**src/rtl/stream_src_sel_mon.sv**
```systemverilog
// stream_src_sel_mon
// N-way stream source selector with a registered output stage, a
// drain-before-switch FSM and built-in handshake monitors.
// A source change waits until the output register is empty or fires. This
// means no beat is lost, duplicated or mixed between sources.
// Parameter constraints: NUM_SRC >= 2, INIT_SEL < NUM_SRC.

module stream_src_sel_mon #(
    parameter int NUM_SRC     = 2,
    parameter int DATA_W      = 64,
    parameter int CNT_W       = 32,
    parameter int INIT_SEL    = 0,
    parameter int STALL_LIMIT = 1024,
    localparam int SEL_W      = (NUM_SRC > 1) ? $clog2(NUM_SRC) : 1
) (
    input  logic                      ap_clk,
    input  logic                      ap_rst_n,

    input  logic [SEL_W-1:0]          sel_req,
    input  logic                      sel_req_vld,

    input  logic [NUM_SRC*DATA_W-1:0] s_tdata,
    input  logic [NUM_SRC-1:0]        s_tvalid,
    output logic [NUM_SRC-1:0]        s_tready,

    output logic [DATA_W-1:0]         m_tdata,
    output logic                      m_tvalid,
    input  logic                      m_tready,

    output logic [SEL_W-1:0]          cur_sel,
    output logic                      switching,
    output logic                      sel_err,
    output logic [CNT_W-1:0]          xfer_cnt,
    output logic [CNT_W-1:0]          stall_cnt,
    output logic                      stall_flag,
    input  logic                      cnt_clr
);

    typedef enum logic [0:0] {
        ST_RUN   = 1'b0,
        ST_DRAIN = 1'b1
    } state_t;

    localparam logic [SEL_W:0]    NUM_SRC_V  = (SEL_W + 1)'(NUM_SRC);
    localparam logic [SEL_W-1:0]  INIT_SEL_V = SEL_W'(INIT_SEL);
    localparam logic [CNT_W-1:0]  CNT_MAX    = '1;
    localparam logic [CNT_W-1:0]  STALL_LAST = CNT_W'(STALL_LIMIT - 1);

    state_t              state;
    logic [SEL_W-1:0]    pend_sel;
    logic [SEL_W-1:0]    next_pend;
    logic [DATA_W-1:0]   cur_data;
    logic                out_free;
    logic                load;
    logic                fire;
    logic                stall;
    logic                req_in_range;
    logic                req_ok;
    logic                req_bad;

    // Output-register handshake terms.
    assign out_free = ~m_tvalid | m_tready;
    assign fire     = m_tvalid & m_tready;
    assign stall    = m_tvalid & ~m_tready;

    // Request classification. The index is widened by one bit, so an
    // out-of-range value is caught even when NUM_SRC is a power of two.
    assign req_in_range = ({1'b0, sel_req} < NUM_SRC_V);
    assign req_ok       = sel_req_vld & req_in_range;
    assign req_bad      = sel_req_vld & ~req_in_range;

    // Latest in-range request wins, including one that arrives in the exit cycle.
    assign next_pend = req_ok ? sel_req : pend_sel;

    assign switching = (state == ST_DRAIN);

    // Data mux for the currently selected source.
    // NOTE: every variable written here gets a default first, so no path
    // leaves it unassigned and no latch is inferred.
    always_comb begin
        cur_data = '0;
        for (int i = 0; i < NUM_SRC; i++) begin
            if (cur_sel == SEL_W'(i)) begin
                cur_data = s_tdata[i*DATA_W +: DATA_W];
            end
        end
    end

    // Ready goes only to the active source in RUN, and only while the output register can take a beat.
    // It is also held low while reset is asserted, so no source sees a handshake during reset.
    always_comb begin
        s_tready = '0;
        for (int i = 0; i < NUM_SRC; i++) begin
            s_tready[i] = ap_rst_n && (state == ST_RUN) && out_free
                          && (cur_sel == SEL_W'(i));
        end
    end

    // At most one ready bit is set, so this reduces to a single-source handshake.
    assign load = |(s_tready & s_tvalid);

    // Registered output stage: one-cycle latency, one beat per cycle.
    // NOTE: sequential state uses non-blocking assignments, so every flop
    // samples pre-edge values no matter how the blocks are ordered.
    always_ff @(posedge ap_clk or negedge ap_rst_n) begin
        if (!ap_rst_n) begin
            m_tvalid <= 1'b0;
            m_tdata  <= '0;
        end else if (load) begin
            m_tvalid <= 1'b1;
            m_tdata  <= cur_data;
        end else if (out_free) begin
            m_tvalid <= 1'b0;
        end
    end

    // Selection FSM: RUN accepts requests; DRAIN waits until the held beat leaves.
    always_ff @(posedge ap_clk or negedge ap_rst_n) begin
        if (!ap_rst_n) begin
            state    <= ST_RUN;
            cur_sel  <= INIT_SEL_V;
            pend_sel <= INIT_SEL_V;
        end else begin
            case (state)
                ST_RUN: begin
                    if (req_ok && (sel_req != cur_sel)) begin
                        pend_sel <= sel_req;
                        state    <= ST_DRAIN;
                    end
                end
                ST_DRAIN: begin
                    pend_sel <= next_pend;
                    if (!m_tvalid || m_tready) begin
                        cur_sel <= next_pend;
                        state   <= ST_RUN;
                    end
                end
                default: begin
                    state <= ST_RUN;
                end
            endcase
        end
    end

    // Sticky out-of-range request flag; a clear overrides a coincident set.
    always_ff @(posedge ap_clk or negedge ap_rst_n) begin
        if (!ap_rst_n) begin
            sel_err <= 1'b0;
        end else if (cnt_clr) begin
            sel_err <= 1'b0;
        end else if (req_bad) begin
            sel_err <= 1'b1;
        end
    end

    // Saturating count of beats leaving the output register.
    always_ff @(posedge ap_clk or negedge ap_rst_n) begin
        if (!ap_rst_n) begin
            xfer_cnt <= '0;
        end else if (cnt_clr) begin
            xfer_cnt <= '0;
        end else if (fire && (xfer_cnt != CNT_MAX)) begin
            xfer_cnt <= xfer_cnt + 1'b1;
        end
    end

    // Length of the current backpressure run; it restarts at zero on any non-stall cycle.
    always_ff @(posedge ap_clk or negedge ap_rst_n) begin
        if (!ap_rst_n) begin
            stall_cnt <= '0;
        end else if (cnt_clr || !stall) begin
            stall_cnt <= '0;
        end else if (stall_cnt != CNT_MAX) begin
            stall_cnt <= stall_cnt + 1'b1;
        end
    end

    // Sticky flag: set on the cycle the stall run reaches STALL_LIMIT.
    always_ff @(posedge ap_clk or negedge ap_rst_n) begin
        if (!ap_rst_n) begin
            stall_flag <= 1'b0;
        end else if (cnt_clr) begin
            stall_flag <= 1'b0;
        end else if (stall && (stall_cnt == STALL_LAST)) begin
            stall_flag <= 1'b1;
        end
    end

endmodule

```
**config.mk**
```make
export PLATFORM = sky130hd
export DESIGN_NAME = stream_src_sel_mon
export DESIGN_NICKNAME = d
export VERILOG_FILES = /design/src/rtl/stream_src_sel_mon.sv
export SDC_FILE = /design/constraint.sdc
export NUM_CORES = 1
export LEC_CHECK = 0
export ABC_AREA = 1
export BUFFER_PORTS_ARGS = -buffer_cell sky130_fd_sc_hd__buf_2
export CAP_MARGIN = 20
export CELL_PAD_IN_SITES_DETAIL_PLACEMENT = 0
export CELL_PAD_IN_SITES_GLOBAL_PLACEMENT = 1
export CORE_MARGIN = 2
export CORE_UTILIZATION = 32
export CTS_BUF_LIST = sky130_fd_sc_hd__clkbuf_8
export DETAILED_ROUTE_END_ITERATION = 10
export GPL_ROUTABILITY_DRIVEN = 0
export PLACE_DENSITY = 0.85
export SYNTH_ARGS = -nofsm -noshare
export SYNTH_HDL_FRONTEND = slang
export SYNTH_SLANG_ARGS = --single-unit
```
**constraint.sdc**
```tcl
create_clock -name ap_clk -period 1.5 [get_ports ap_clk]
set_input_delay 0.225 -clock ap_clk [delete_from_list [all_inputs] [get_ports ap_clk]]
set_output_delay 0.225 -clock ap_clk [all_outputs]
set_load 0.05 [all_outputs]
```
==> run summary <==
Status - finished with violations
Violated checks - negative setup slack
Global-route wire length before repair - 41400 um
Initial antenna violation count - 0
LEAKAGE - 0.00571 uW
Largest family of logic cells by synthesized area - simple AND/OR/NAND/NOR gates
Remaining DRCs - 0
Routed vias - 8583
Reg area - 3390 um2
Average wire per standard cell - 14.9 um
Post-DP HPWL - 19100 um
Row Count - 56
Number of flops mapped to enable cells by yosys - 0
Syn_nets - 1188
Final hold violations - 0
Mux contribution to synthesized area - 0
CTS HTree Levels - 4
Number of global-route vias before repair - 8176
Die Span Y - 158 um
Global route overflow - 0
GRT Overall Usage - 0.212
Initial Util - 0.323
CP Data Arrival Time - 1.40 ns
Synth Warn # - 0
Worst-skew pair later-pin latency - 0.45 ns
Routed WL - 26800 um
IO Pins - 271
Nets - 1597
Post-synthesis compound-gate area fraction - 0.131
Sink Count - 133
Final hold slack - 0.0951 ns
Top FF cell, synth - dfrtp_1
Data required, critical path - 1.27 ns
Critical path's slowest cell - dfrtp_2
Synth-to-layout area growth - 56.5%
Multi-input combinational cell area - 4280 um2
Largest net degree at the start of global routing - 68
Number of synthesized register bits - 133
Worst vdd ir - 1110 uV
Setup tns final - -7.26 ns
Async set-reset flop share out of synthesis - 1.00
Cts bufs inserted - 17
Worst path max stage delay - 0.41 ns
Hold Crit Class - input pin to flop
N_diodes - 0
DR iter-0 viols - 563
Largest cells by area after synthesis - dfrtp_1 (44%), nand2_1 (13%), nor2_1 (11%)
Finished Layout Cells - 1791
Vias/cell - 4.79
Clock skew - 0.0150 ns
Fillers - 2267
Final count of pins violating max slew - 0
Synth area leader - dfrtp_1
DP Cell Count - 1724
CTS tree - yes
Synth top area share - 0.441
Worst Tran Pin Value - 0.641 ns
Power density over the cells - 1400 nW/um2
Mean post-synth cell area - 7.18 um2
Register-to-register setup slack - -0.12 ns
Clock tree buffer depth - 2
Crit path cell chain - inv_2 > nor2_2 > nor2_2 > inv_2 > nor2_4 > buf_8
Startpoint types - flop
Period utilisation layout - 1.09
Unrepaired setup endpoints after global routing - yes
Adder-Cell Fraction of Synth Area - 0.00332
F_max - 614 MHz
Critical path peak fanout - 2
Register area share after synthesis - 0.441
Min cycle time layout - 1.63 ns
# setup viols final - 119
XOR/XNOR Fraction of Synth Area - 0.00697
Core area - 23300 um2
Final Power - 16500 uW
Crit-path leading delay family - flip-flops
Type of the worst setup path - flop to output port
Clock root buffer - clkbuf_8
Simple-gate share of the synthesized area - 0.351
Post-Syn Area - 7540 um2
Post-Synthesis Cells - 1050
Final worst slack - -0.128 ns
ANT nets after route - 0
Buf/Inv on CP - 3
IO buf count - 269
CP Capture Type - output port
Clock slew at reported path FFs - 0.08 ns
Die width - 158 um
TritonRoute pass-1 iters - 5
MaxCap Viol Count - 0
Rel. slew slack - 0.572
Die area - 24800 um2
Share of layout cells above drive strength 1 - 0.456
Distinct cells, synth - 37
Place WS - -0.101 ns
## logic make-up after synthesis
logic type      count (synthesis)
simple gates                  626
compound gates                163
flops                         133
buf+inv                       119
xor+xnor                        6
fa+ha+maj                       2
other cells                     1
## path summary, 6_finish.rpt
kind | cells after the start | from | endpoint
setup / recovery | 6 | m_tvalid | s_tready[1]
hold / removal | 3 | m_tready | m_tvalid
setup reg to reg | 10 | xfer_cnt[1] | xfer_cnt[9]
hold reg to reg | 1 | m_tdata[53] | m_tdata[53]
max in group asynchronous | 4 | ap_rst_n | cur_sel
min in group asynchronous | 4 | ap_rst_n | stall_cnt[18]
## registers in the layout, summed over array words and instances (netlist names)
| register | count |
|---|---|
| m_tvalid | 1 |
| m_tdata | 64 |
| stall_flag | 1 |
| stall_cnt | 32 |
| switching | 1 |
| pend_sel | 1 |
| xfer_cnt | 32 |
| cur_sel | 1 |
## report_power, final
group,switching (uW),internal (uW),total [uW]
clock,1630,1650,3280
sequential,523,4490,5010
combinational,5640,2540,8180
total,7790,8680,16500
## routing by layer
metal	routed length [um]	track usage	up-vias
met4	444	0.0519	0
met5	0	0	-
li1	-	-	4204
met3	1500	0.0432	37
met1	11700	0.277	4064
met2	13200	0.359	278
## cell usage after synthesis, drive strengths merged, types with 3 or more instances
| library cell | instances |
|---|---|
| or2 | 9 |
| nor3 | 14 |
| nor4 | 3 |
| clkbuf | 18 |
| nand3 | 85 |
| nand2 | 265 |
| a21oi | 9 |
| inv | 73 |
| buf | 25 |
| xnor2 | 5 |
| nor2 | 234 |
| nand4 | 14 |
| o21a | 64 |
| o21ai | 87 |
| dfrtp | 133 |
| clkinv | 3 |
## repair_timing
action / CTS / global route
endpoints found under the setup margin: 129 / 190
hold endpoints to repair: 67 / 0
gates resized for setup: 65 / 140
pin swaps: 22 / 27
gates cloned: 5 / 3
hold buffers: 1 / 0
buffers inserted: 10 / 19
## layout by cell type, fill, tap and decap left out, types with 5 or more instances in the layout
cell and n:
inv_2 6, or2_2 9, o21a_1 64, nor2_1 203, buf_4 131, a21oi_1 8, buf_6 27, nand3_2 22
o21ai_2 11, nand3_1 60, buf_12 8, buf_2 251, o21ai_0 25, nor2_2 19, nor2_4 11, nand2_4 16
inv_1 66, nand4_1 14, nand2_2 41, o21ai_1 51, dfrtp_2 52, nor3_2 5, nand2_1 206, buf_8 7
dfrtp_1 81, clkbuf_8 17, nor3_1 9
## through the flow
stage,utilization,area [um2]
global placement,0.442,10300
CTS,0.478,11200
global route,0.506,11800
floorplan,-,7780
finish,0.506,11800
detailed placement,0.442,10300
## cell type report
| class | instances | share of cell area |
|---|---|---|
| tap | 319 | 0.0338 |
| multi-input combinational | 798 | 0.363 |
| inverter | 76 | 0.0267 |
| timing repair buffer | 433 | 0.254 |
| clock buffer | 17 | 0.0198 |
| sequential | 133 | 0.288 |
| clock inverter | 15 | 0.0153 |
## worst reg2reg max path, stage by stage, from the launching register on
cell,delay (ns)
dfrtp_2,0.44
ha_4,0.17
nand2_4,0.06
nor2_4,0.04
nand2_4,0.08
nor2_8,0.05
buf_6,0.12
a21oi_4,0.24
buf_6,0.18
nand4_1,0.09
nand2_1,0.09
Power figures use the tool's default switching activity.
